--- src/rtl/mem_stage_lsu_pkg.sv ---
// Shared types for the MEM-stage load/store unit.
//   lsu_state_t         : LSU FSM encoding (IDLE / BUSY / DONE)
//   rv32i_ctrl_t        : control word carried down the pipeline
//   ex_mem_pipeline_reg : EX/MEM register contents (bubble = ctrl all zero)
//   mem_wb_pipeline_reg : MEM/WB register contents (mdr holds the raw word)
package mem_stage_lsu_pkg;

  typedef enum logic [1:0] {LSU_IDLE, LSU_BUSY, LSU_DONE} lsu_state_t;

  // funct3 encodings of the RV32I loads/stores that matter for alignment
  localparam logic [2:0] F3_BYTE  = 3'b000;
  localparam logic [2:0] F3_HALF  = 3'b001;
  localparam logic [2:0] F3_WORD  = 3'b010;
  localparam logic [2:0] F3_BYTEU = 3'b100;
  localparam logic [2:0] F3_HALFU = 3'b101;

  typedef struct packed {
    logic [6:0] opcode;
    logic [2:0] funct3;
    logic [4:0] rd;
    logic       load_regfile;
    logic       mem_read;
    logic       mem_write;
  } rv32i_ctrl_t;

  typedef struct packed {
    logic [31:0] pc;
    logic [31:0] ir;
    logic [31:0] alu_out;          // effective address for loads/stores
    logic [31:0] mem_data_out;     // store data, already lane-shifted in EX
    logic [3:0]  write_read_mask;
    logic        br_en;
    logic [31:0] imm;
    logic [31:0] target_address;
    rv32i_ctrl_t ctrl;
  } ex_mem_pipeline_reg;

  typedef struct packed {
    logic [31:0] pc;
    logic [31:0] ir;
    logic [31:0] alu_out;
    logic [31:0] mdr;              // raw loaded word; WB extracts/extends
    logic [3:0]  write_read_mask;
    logic        br_en;
    logic [31:0] imm;
    logic [31:0] target_address;
    rv32i_ctrl_t ctrl;
  } mem_wb_pipeline_reg;

  function automatic logic is_access(input rv32i_ctrl_t c);
    return c.mem_read | c.mem_write;
  endfunction

endpackage

--- src/rtl/mem_stage_lsu_if.sv ---
// Data-cache port between the MEM stage and the data cache.
//   dmem_address : word-aligned byte address
//   dmem_read    : read request
//   dmem_write   : write request
//   dmem_wdata   : store data (lane-shifted)
//   dmem_mbe     : byte enables
//   dmem_rdata   : read data, meaningful only while dmem_resp=1
//   dmem_resp    : one-cycle completion pulse
// Handshake: a request (read or write) is held high with address, data and
// mask stable from the cycle it rises until the cycle dmem_resp is sampled
// high (inclusive); dmem_resp may arrive in the very first request cycle.
// The request is then dropped unless a new access follows immediately.
// A request may only be abandoned by a reset of the requester.
interface mem_stage_lsu_if;
  logic [31:0] dmem_address;
  logic        dmem_read;
  logic        dmem_write;
  logic [31:0] dmem_wdata;
  logic [3:0]  dmem_mbe;
  logic [31:0] dmem_rdata;
  logic        dmem_resp;

  modport master (
    output dmem_address, dmem_read, dmem_write, dmem_wdata, dmem_mbe,
    input  dmem_rdata, dmem_resp
  );

  modport slave (
    input  dmem_address, dmem_read, dmem_write, dmem_wdata, dmem_mbe,
    output dmem_rdata, dmem_resp
  );
endinterface

--- src/rtl/mem_stage_lsu_misalign_check.sv ---
// Combinational alignment check for loads/stores.
//   access     : in  instruction performs a data access
//   funct3     : in  access width encoding
//   addr_lo    : in  low two address bits
//   misaligned : out word access not 4-byte aligned or halfword access on an
//                odd address; forced low when MISALIGN_CHECK=0
module lsu_misalign_check
  import mem_stage_lsu_pkg::*;
#(
  parameter int unsigned MISALIGN_CHECK = 1
) (
  input  logic       access,
  input  logic [2:0] funct3,
  input  logic [1:0] addr_lo,
  output logic       misaligned
);

  logic is_word;
  logic is_half;

  always_comb begin
    is_word = 1'b0;
    is_half = 1'b0;
    case (funct3)
      F3_WORD:           is_word = 1'b1;
      F3_HALF, F3_HALFU: is_half = 1'b1;
      default: ;                         // byte accesses are always aligned
    endcase
    misaligned = (MISALIGN_CHECK != 0) && access &&
                 ((is_word && (addr_lo != 2'b00)) || (is_half && addr_lo[0]));
  end

endmodule

--- src/rtl/mem_stage_lsu.sv ---
// MEM stage of the 5-stage RV32I pipeline.
// Issues the EX/MEM access on the data-cache port, stalls the pipeline while
// it is outstanding, parks a completed access if the rest of the pipeline is
// frozen, and registers the MEM/WB contents.
//   clk, rst       : clock; synchronous active-high reset
//   ex_mem_i       : EX/MEM register contents
//   ext_stall_i    : freeze from IF/hazard logic
//   dmem           : data-cache port (master side)
//   mem_stall      : access outstanding; freeze PC/IF/ID/EX/MEM registers
//   mem_wb_o       : registered MEM/WB contents
//   misalign_o     : sticky misaligned-access flag
//   stall_cycles_o : wrapping count of cycles with mem_stall=1
//   state_o        : current FSM state (debug)
module mem_stage_lsu
  import mem_stage_lsu_pkg::*;
#(
  parameter int unsigned MISALIGN_CHECK = 1,
  parameter int unsigned CNT_WIDTH      = 32
) (
  input  logic                 clk,
  input  logic                 rst,
  input  ex_mem_pipeline_reg   ex_mem_i,
  input  logic                 ext_stall_i,
  mem_stage_lsu_if.master      dmem,
  output logic                 mem_stall,
  output mem_wb_pipeline_reg   mem_wb_o,
  output logic                 misalign_o,
  output logic [CNT_WIDTH-1:0] stall_cycles_o,
  output lsu_state_t           state_o
);

  lsu_state_t         state_q;
  lsu_state_t         state_d;
  logic [31:0]        hold_q;       // word captured when completion is parked
  logic               access;
  logic               misaligned;
  logic               issue;
  logic               req;
  logic               stall_c;
  logic               resp_now;     // request active and cache answered
  logic               advance;
  logic [31:0]        mdr_d;
  mem_wb_pipeline_reg mem_wb_d;

  assign access = is_access(ex_mem_i.ctrl);

  lsu_misalign_check #(
    .MISALIGN_CHECK(MISALIGN_CHECK)
  ) u_misalign (
    .access    (access),
    .funct3    (ex_mem_i.ctrl.funct3),
    .addr_lo   (ex_mem_i.alu_out[1:0]),
    .misaligned(misaligned)
  );

  // Misaligned ops never reach the cache; they flow through as if no access.
  assign issue = access & ~misaligned;

  // Next-state and request logic. The request is combinational from the
  // state and ex_mem_i, so it can be answered in its first cycle.
  always_comb begin
    state_d  = state_q;
    req      = 1'b0;
    stall_c  = 1'b0;
    resp_now = 1'b0;
    unique case (state_q)
      LSU_IDLE: begin
        if (issue) begin
          req = 1'b1;
          if (dmem.dmem_resp) begin
            resp_now = 1'b1;
            if (ext_stall_i) state_d = LSU_DONE;
          end else begin
            stall_c = 1'b1;
            state_d = LSU_BUSY;
          end
        end
      end
      LSU_BUSY: begin
        req = 1'b1;
        if (dmem.dmem_resp) begin
          resp_now = 1'b1;
          state_d  = ext_stall_i ? LSU_DONE : LSU_IDLE;
        end else begin
          stall_c = 1'b1;
        end
      end
      LSU_DONE: begin
        // Access already completed; wait for the freeze to lift.
        if (!ext_stall_i) state_d = LSU_IDLE;
      end
      default: state_d = LSU_IDLE;
    endcase
  end

  assign dmem.dmem_read    = req & ~rst & ex_mem_i.ctrl.mem_read;
  assign dmem.dmem_write   = req & ~rst & ex_mem_i.ctrl.mem_write;
  assign dmem.dmem_address = {ex_mem_i.alu_out[31:2], 2'b00};
  assign dmem.dmem_wdata   = ex_mem_i.mem_data_out;
  assign dmem.dmem_mbe     = ex_mem_i.write_read_mask;
  assign mem_stall         = stall_c & ~rst;
  assign advance           = ~mem_stall & ~ext_stall_i;
  assign state_o           = state_q;

  // MDR source: live cache data on a completing load, the parked word when
  // leaving DONE, otherwise zero (stores, bubbles, misaligned ops).
  always_comb begin
    mdr_d = 32'h0;
    if (resp_now && ex_mem_i.ctrl.mem_read) begin
      mdr_d = dmem.dmem_rdata;
    end else if (state_q == LSU_DONE) begin
      mdr_d = hold_q;
    end
  end

  always_comb begin
    mem_wb_d                 = '0;
    mem_wb_d.pc              = ex_mem_i.pc;
    mem_wb_d.ir              = ex_mem_i.ir;
    mem_wb_d.alu_out         = ex_mem_i.alu_out;
    mem_wb_d.mdr             = mdr_d;
    mem_wb_d.write_read_mask = ex_mem_i.write_read_mask;
    mem_wb_d.br_en           = ex_mem_i.br_en;
    mem_wb_d.imm             = ex_mem_i.imm;
    mem_wb_d.target_address  = ex_mem_i.target_address;
    mem_wb_d.ctrl            = ex_mem_i.ctrl;
  end

  always_ff @(posedge clk) begin
    if (rst) begin
      state_q        <= LSU_IDLE;
      hold_q         <= 32'h0;
      mem_wb_o       <= '0;
      misalign_o     <= 1'b0;
      stall_cycles_o <= '0;
    end else begin
      state_q <= state_d;
      if (advance) mem_wb_o <= mem_wb_d;
      // Park the result when completion coincides with an external freeze.
      if (resp_now && ext_stall_i) begin
        hold_q <= ex_mem_i.ctrl.mem_read ? dmem.dmem_rdata : 32'h0;
      end
      if (misaligned && (state_q == LSU_IDLE)) misalign_o <= 1'b1;
      if (mem_stall) stall_cycles_o <= stall_cycles_o + CNT_WIDTH'(1);
    end
  end

endmodule

--- src/flat_wrapper.sv ---
// flat-port wrapper written by rule: the top's interface ports become plain ports
module mem_stage_lsu_flat import mem_stage_lsu_pkg::*;
#(
  parameter int unsigned MISALIGN_CHECK = 1,
  parameter int unsigned CNT_WIDTH      = 32
)
  (clk, rst, ex_mem_i, ext_stall_i, mem_stall, mem_wb_o, misalign_o, stall_cycles_o, state_o, dmem_dmem_address, dmem_dmem_read, dmem_dmem_write, dmem_dmem_wdata, dmem_dmem_mbe, dmem_dmem_rdata, dmem_dmem_resp);
  mem_stage_lsu_if dmem_i ();
  input  logic clk;
  input  logic rst;
  input  ex_mem_pipeline_reg ex_mem_i;
  input  logic ext_stall_i;
  output logic mem_stall;
  output mem_wb_pipeline_reg mem_wb_o;
  output logic misalign_o;
  output logic [CNT_WIDTH-1:0] stall_cycles_o;
  output lsu_state_t state_o;
  output wire logic [$bits(dmem_i.dmem_address)-1:0] dmem_dmem_address;
  output wire logic [$bits(dmem_i.dmem_read)-1:0] dmem_dmem_read;
  output wire logic [$bits(dmem_i.dmem_write)-1:0] dmem_dmem_write;
  output wire logic [$bits(dmem_i.dmem_wdata)-1:0] dmem_dmem_wdata;
  output wire logic [$bits(dmem_i.dmem_mbe)-1:0] dmem_dmem_mbe;
  input wire logic [$bits(dmem_i.dmem_rdata)-1:0] dmem_dmem_rdata;
  input wire logic [$bits(dmem_i.dmem_resp)-1:0] dmem_dmem_resp;
  assign dmem_dmem_address = dmem_i.dmem_address;
  assign dmem_dmem_read = dmem_i.dmem_read;
  assign dmem_dmem_write = dmem_i.dmem_write;
  assign dmem_dmem_wdata = dmem_i.dmem_wdata;
  assign dmem_dmem_mbe = dmem_i.dmem_mbe;
  assign dmem_i.dmem_rdata = dmem_dmem_rdata;
  assign dmem_i.dmem_resp = dmem_dmem_resp;
  mem_stage_lsu #(.MISALIGN_CHECK(MISALIGN_CHECK), .CNT_WIDTH(CNT_WIDTH)) u_core (.clk(clk), .rst(rst), .ex_mem_i(ex_mem_i), .ext_stall_i(ext_stall_i), .dmem(dmem_i), .mem_stall(mem_stall), .mem_wb_o(mem_wb_o), .misalign_o(misalign_o), .stall_cycles_o(stall_cycles_o), .state_o(state_o));
endmodule
--- config.mk ---
export PLATFORM = sky130hd
export DESIGN_NAME = mem_stage_lsu_flat
export DESIGN_NICKNAME = d
export VERILOG_FILES = /design/src/rtl/mem_stage_lsu_pkg.sv /design/src/rtl/mem_stage_lsu_if.sv /design/src/rtl/mem_stage_lsu_misalign_check.sv /design/src/rtl/mem_stage_lsu.sv /design/src/flat_wrapper.sv
export SDC_FILE = /design/constraint.sdc
export NUM_CORES = 1
export LEC_CHECK = 0
export CAP_MARGIN = 40
export CORE_AREA = 2 2 223 225
export CTS_CLUSTER_SIZE = 10
export DETAILED_ROUTE_END_ITERATION = 16
export DIE_AREA = 0 0 225 227
export PLACE_DENSITY = 0.62
export SLEW_MARGIN = 25
export SYNTH_ARGS = -nofsm -noshare
export SYNTH_HDL_FRONTEND = slang
export SYNTH_HIERARCHICAL = 1
export SYNTH_SLANG_ARGS = --single-unit
--- constraint.sdc ---
create_clock -name clk -period 6.2 [get_ports clk]
set_input_delay 1.86 -clock clk [delete_from_list [all_inputs] [get_ports clk]]
set_output_delay 1.86 -clock clk [all_outputs]
set_load 0.05 [all_outputs]
; Yosys cells after proc, flatten, opt, wreduce, memory -nomap -nowiden
; Cells that the tools add are included.
[op_classes]
add_sub_neg = 1
n_eq_ne = 9
muxes = 20
bitwise = 11
reduce_logical = 11
[ops]
columns = op, n
row1 = $mux W32, 3
row2 = $add A32 B1 Y32 const B, 1
row3 = $mux W2, 6
row4 = $mux W1, 7
row5 = $and A1 B1 Y1, 6
row6 = $logic_and A1 B1 Y1, 6
row7 = $pmux W1 S2, 3
row8 = $pmux W2 S3, 1
row9 = $ne A2 B2 Y1 const B, 2
row10 = $not A1 Y1, 4
row11 = $reduce_and A4 Y1, 1
row12 = $eq A3 B1 Y1 const B, 1
row13 = $eq A3 B2 Y1 const B, 1
row14 = $eq A3 B3 Y1 const B, 1
row15 = $ne A3 B3 Y1 const B, 1
row16 = $eq A2 B1 Y1 const B, 1
row17 = $eq A2 B2 Y1 const B, 1
row18 = $logic_not A2 Y1, 1
row19 = $ne A2 B1 Y1 const B, 1
row20 = $reduce_bool A2 Y1, 1
row21 = $reduce_or A2 Y1, 1
row22 = $logic_or A1 B1 Y1, 1
row23 = $or A1 B1 Y1, 1
[totals]
ff_bits = 282
input_bits = 251
out_inout_bits = 321
word_cells = 70

; Depth between registers and ports, before layout
[depth]
depth_word = 13
ltp_mapped = 12
mapped_depth_nobuf = 8

; Modules after synthesis
; The synthesis kept the hierarchy.
[by_module_without_submodules]
columns = mod, n_inst, cells_each, area_each_um2, seq_area_each_um2
row1 = mem_stage_lsu, 1, 1313, 10804.1, 5645.4
row2 = lsu_misalign_check, 1, 4, 28.8, 0.0

; Worst setup path before layout
; OpenSTA, ideal clock, no wires.
[synth_path]
kind = input port to output port
start = input ex_mem_i[0] (netlist name)
end = output mem_stall
t_arrival_ns = 2.935
t_required_ns = 4.340
setup_slack_ns = 1.405
cell_stages = 6
path_buffers = 1
path_cell_list = or2_2 > nand4bb_1 > o21ai_1 > o21bai_2 > a21oi_2 > buf_4
[synth_via]
elab_chain_len = 7
[synth_lines]
columns = item, line
row1 = start: declaration, flat_wrapper.sv:11  ; input ex_mem_pipeline_reg ex_mem_i;
row2 = $or A1 B1 Y1, mem_stage_lsu_pkg.sv:51  ; return c.mem_read | c.mem_write;
row3 = $logic_and A1 B1 Y1, mem_stage_lsu_misalign_check.sv:29  ; misaligned = (MISALIGN_CHECK != 0) && access &&
row4 = named net u_core.misaligned, mem_stage_lsu.sv:36  ; logic misaligned;
row5 = $not A1 Y1, mem_stage_lsu.sv:57  ; assign issue = access & ~misaligned;
row6 = $and A1 B1 Y1, mem_stage_lsu.sv:57
row7 = $mux W1, mem_stage_lsu.sv:68  ; if (issue) begin
row8 = $pmux W1 S2, mem_stage_lsu.sv:66  ; unique case (state_q)
row9 = $and A1 B1 Y1, mem_stage_lsu.sv:101  ; assign mem_stall = stall_c & ~rst;
row10 = end: declaration, flat_wrapper.sv:13  ; output logic mem_stall;
; The timed path passes the listed nets, and every way through them passes these cells.

; Final worst setup path
[layout_path]
start = input ex_mem_i[0] (netlist name)
end = output mem_stall
[layout_via]
elab_chain_len = 7
[layout_lines]
columns = item, line
row1 = $or A1 B1 Y1, mem_stage_lsu_pkg.sv:51
row2 = named net u_core.access, mem_stage_lsu.sv:35  ; logic access;
row3 = $logic_and A1 B1 Y1, mem_stage_lsu_misalign_check.sv:29
row4 = named net u_core.misaligned, mem_stage_lsu.sv:36
row5 = $not A1 Y1, mem_stage_lsu.sv:57
row6 = $and A1 B1 Y1, mem_stage_lsu.sv:57
row7 = $mux W1, mem_stage_lsu.sv:68
row8 = $pmux W1 S2, mem_stage_lsu.sv:66
row9 = $and A1 B1 Y1, mem_stage_lsu.sv:101
; The timed path passes the listed nets, and every way through them passes these cells.

==> run metrics <==
highest net fanout along the worst path 5; top-area cell type share of the netlist area 0.5211; number of buffer cells added on primary ports 505; Wirelength per Cell 17.08 um; Tightest Hold Check Type register to register; kind of start point of the critical path input pin; count of TritonRoute iterations in the first routing pass 5; Register-to-Register Path Depth 6; antenna-violating nets left 0; most instantiated flip-flop cell in the synthesis netlist sky130_fd_sc_hd__dfxtp_1; Critical Path Start ex_mem_i[0]; Clk pin slew, worst setup/hold paths 0.05 ns; setup slack of the most critical reg-to-reg path 3.37 ns; floorplan die area 51,080 um^2; compound-cell area share of the yosys netlist 0.1522; switching power summed over all nets 0.001487 W; Leakage Power 6.154 nW; maximum frequency from static timing analysis 0.1728 GHz; relative max-transition margin 0.4490; last weighted congestion value of the routability-driven placer 0.7811; Std-Cell Core Area 48,550 um^2; Longest Clk Path Bufs 3; htree depth 2; most common cell after layout, fill and taps aside sky130_fd_sc_hd__clkdlybuf4s50_1; count of vias placed by the detailed router 10,550; Tightest Pin Transition 0.8266 ns; global-route usage over all layers 0.1478; synth top area cells sky130_fd_sc_hd__dfxtp_1 52%, sky130_fd_sc_hd__nand2_1 13%, sky130_fd_sc_hd__a21oi_1 9.1%; maximum clock skew at final layout 0.01145 ns; height of the chip 227 um; power density normalized to cell area 293.5 nW/um^2; post-DR vias/cell 4.482; cell accounting for the most synthesized area sky130_fd_sc_hd__dfxtp_1; net switching share of the total power 0.2966; DRC Markers 0; share of the yosys chip area belonging to registers 0.5211; Row Count 81; dominant combinational cell family by area after synthesis simple AND/OR/NAND/NOR gates; clock net sink count 282; number of synthesized flops with an enable pin 0; starting density of the core 0.2232; source of the worst register-to-register timing path u_core/state_o[1]; arrival time at the worst endpoint 3.93 ns; Final Worst Setup Slack 0.4126 ns; commonest non-fill, non-tap cells in the layout 500 x sky130_fd_sc_hd__clkdlybuf4s50_1, 383 x sky130_fd_sc_hd__nand2_1, 282 x sky130_fd_sc_hd__dfxtp_1; number of DRC markers after the initial detailed-route iteration 451; Post-Synthesis Cells 1,317; TritonCTS buffer count 37; setup violation total in the final timing report 0; mean area per synthesized cell 8.225 um^2; total gr overflow 0; Worst Hold Launch u_core/mem_wb_o[25]; critical path class input pin to output port; share of synthesized area spent on multiplexers 0; share of post-route cells with drive strength above 1 0.04803; synthesized-area fraction occupied by xor and xnor cells 0.01617; part of the total power dissipated in sequential elements 0.391; Worst Hold Slack 0.4521 ns; # nets final 1,964; global-route wire length before repair 58,740 um; number of violations of the max-capacitance limit 0; area share of and/or/nand/nor cells after synthesis 0.2147; count of yosys warnings during synthesis 6; pin count of the biggest net entering global routing 127; required time reported for the critical path endpoint 4.34 ns; fraction of registers with async set/reset 0; Layout area overhead 57.69%; Post-Route Setup TNS 0 ns; HPWL after detailed placement 28,380 um; count of cell types in the netlist 42; portion of total power attributed to combinational logic 0.203; CTS tree built; final hold violation count 0; Worst VDD drop 189.3 uV; Hold-fix buffers, CTS 0; internal portion of total power 0.003527 W; number of slew-limit violations in the final report 0; Crit. End Element output port; post-synthesis register bit count 282; worst r2r dst u_core/stall_cycles_o[29]; area share of fa/ha/maj cells after synthesis 0.001155; number of buffers added for setup after CTS 0; endpoint of the worst hold path u_core/mem_wb_o[25]; unrepaired setup endpoints after global routing no; root buffer selected by CTS sky130_fd_sc_hd__clkbuf_16; setup slack after placement 0.3550 ns; clock latency on the worst-skew pair 0.53 ns; outcome completed; vias in the first global route 10,200; CTS resizes 0; ratio of final minimum period to clock period 0.9334; Mapped Area 10,830 um^2; hold-critical path depth 2; IO Pins 572; filler cell count 5,000; Routed WL 40,190 um; Tmin final 5.787 ns; clock power share 0.406; Die W 225 um; antenna violations before repair 7
-- power groups by stage --
stage	combinational [W]	sequential, W	clock [W]
2_1_floorplan	0.000354	0.00230	0
6_report	0.00102	0.00196	0.00204
5_1_grt	0.00108	0.00197	0.00218
3_3_place_gp	0.00101	0.00199	0
4_1_cts	0.00103	0.00196	0.00212
3_5_place_dp	0.00102	0.00200	0
-- registers in the layout, summed over array words and instances, names as in the netlist --
register               flops
u_core/stall_cycles_o     32
u_core/hold_q             32
u_core/misalign_o          1
u_core/mem_wb_o          215
u_core/state_o             2
-- synth_stat cells, types with 2 or more instances --
cell,n
sky130_fd_sc_hd__and3_1,4
sky130_fd_sc_hd__buf_2,9
sky130_fd_sc_hd__clkbuf_1,67
sky130_fd_sc_hd__or3_1,10
sky130_fd_sc_hd__a221oi_1,32
sky130_fd_sc_hd__nor3_1,33
sky130_fd_sc_hd__xor2_1,17
sky130_fd_sc_hd__buf_4,76
sky130_fd_sc_hd__nor2b_1,2
sky130_fd_sc_hd__nand2_1,383
sky130_fd_sc_hd__nand3_1,14
sky130_fd_sc_hd__nand4_1,10
sky130_fd_sc_hd__a21oi_1,196
sky130_fd_sc_hd__xnor2_1,3
sky130_fd_sc_hd__and4_1,2
sky130_fd_sc_hd__buf_1,5
sky130_fd_sc_hd__dfxtp_1,282
sky130_fd_sc_hd__nor2_1,93
sky130_fd_sc_hd__inv_1,3
sky130_fd_sc_hd__a32oi_1,32
sky130_fd_sc_hd__o21ai_0,11
sky130_fd_sc_hd__buf_6,11
sky130_fd_sc_hd__or2_2,3
-- critical path, cell delays in order --
cell	delay, ns
sky130_fd_sc_hd__clkdlybuf4s50_1	0.50
sky130_fd_sc_hd__or2_2	0.42
sky130_fd_sc_hd__nand4b_1	0.13
sky130_fd_sc_hd__o21ai_1	0.20
sky130_fd_sc_hd__o21bai_2	0.35
sky130_fd_sc_hd__a21oi_2	0.27
sky130_fd_sc_hd__buf_12	0.18
-- per-layer routing --
layer  wire length [um]  GRT usage  vias up
met5                 61          0        -
met2              18920     0.2505      392
met4               1362    0.06110       10
li1                   -          -     5131
met3               3875    0.05885       87
met1              15970     0.1652     4926
-- per-stage QoR --
step | total power, W | instance area (um^2) | instances | util
after floorplan | 0.002657 | 10840 | 1318 | -
after global placement | 0.003007 | 15850 | 2290 | 0.3265
after detailed placement | 0.003021 | 15900 | 2293 | 0.3276
after CTS | 0.005105 | 17030 | 2348 | 0.3509
after global routing | 0.005227 | 17080 | 2350 | 0.3517
final | 0.005014 | 17080 | 2353 | 0.3519
-- worst max path at each step --
stage                      endpoint
CTS                 dmem_dmem_write
global route        dmem_dmem_write
global placement    dmem_dmem_write
finish                    mem_stall
detailed placement  dmem_dmem_write
floorplan                 mem_stall
-- final cells by class --
type | instances | area [um^2] | area share
Clock inverter | 6 | 98.84 | 0.005786
Sequential cell | 282 | 5645 | 0.3305
Multi-Input combinational cell | 865 | 4182 | 0.2448
Timing Repair Buffer | 523 | 5328 | 0.3119
Tap cell | 622 | 778.2 | 0.04556
Antenna cell | 3 | 7.507 | 0.0004395
Clock buffer | 49 | 1032 | 0.06043
Inverter | 3 | 11.26 | 0.0006592
-- logic make-up (layout without fill, tap and decap cells) --
logic type / count (synthesis) / count (layout)
DFF: 282 / 282
other: 1 / 5
xor gates and xnor gates: 20 / 20
adders and majority gates: 1 / 1
and+or+nand+nor: 565 / 565
AOI/OAI and AO/OA: 277 / 277
buffers and inverters: 171 / 581
No activity file was read; power rests on OpenSTA's default activity.
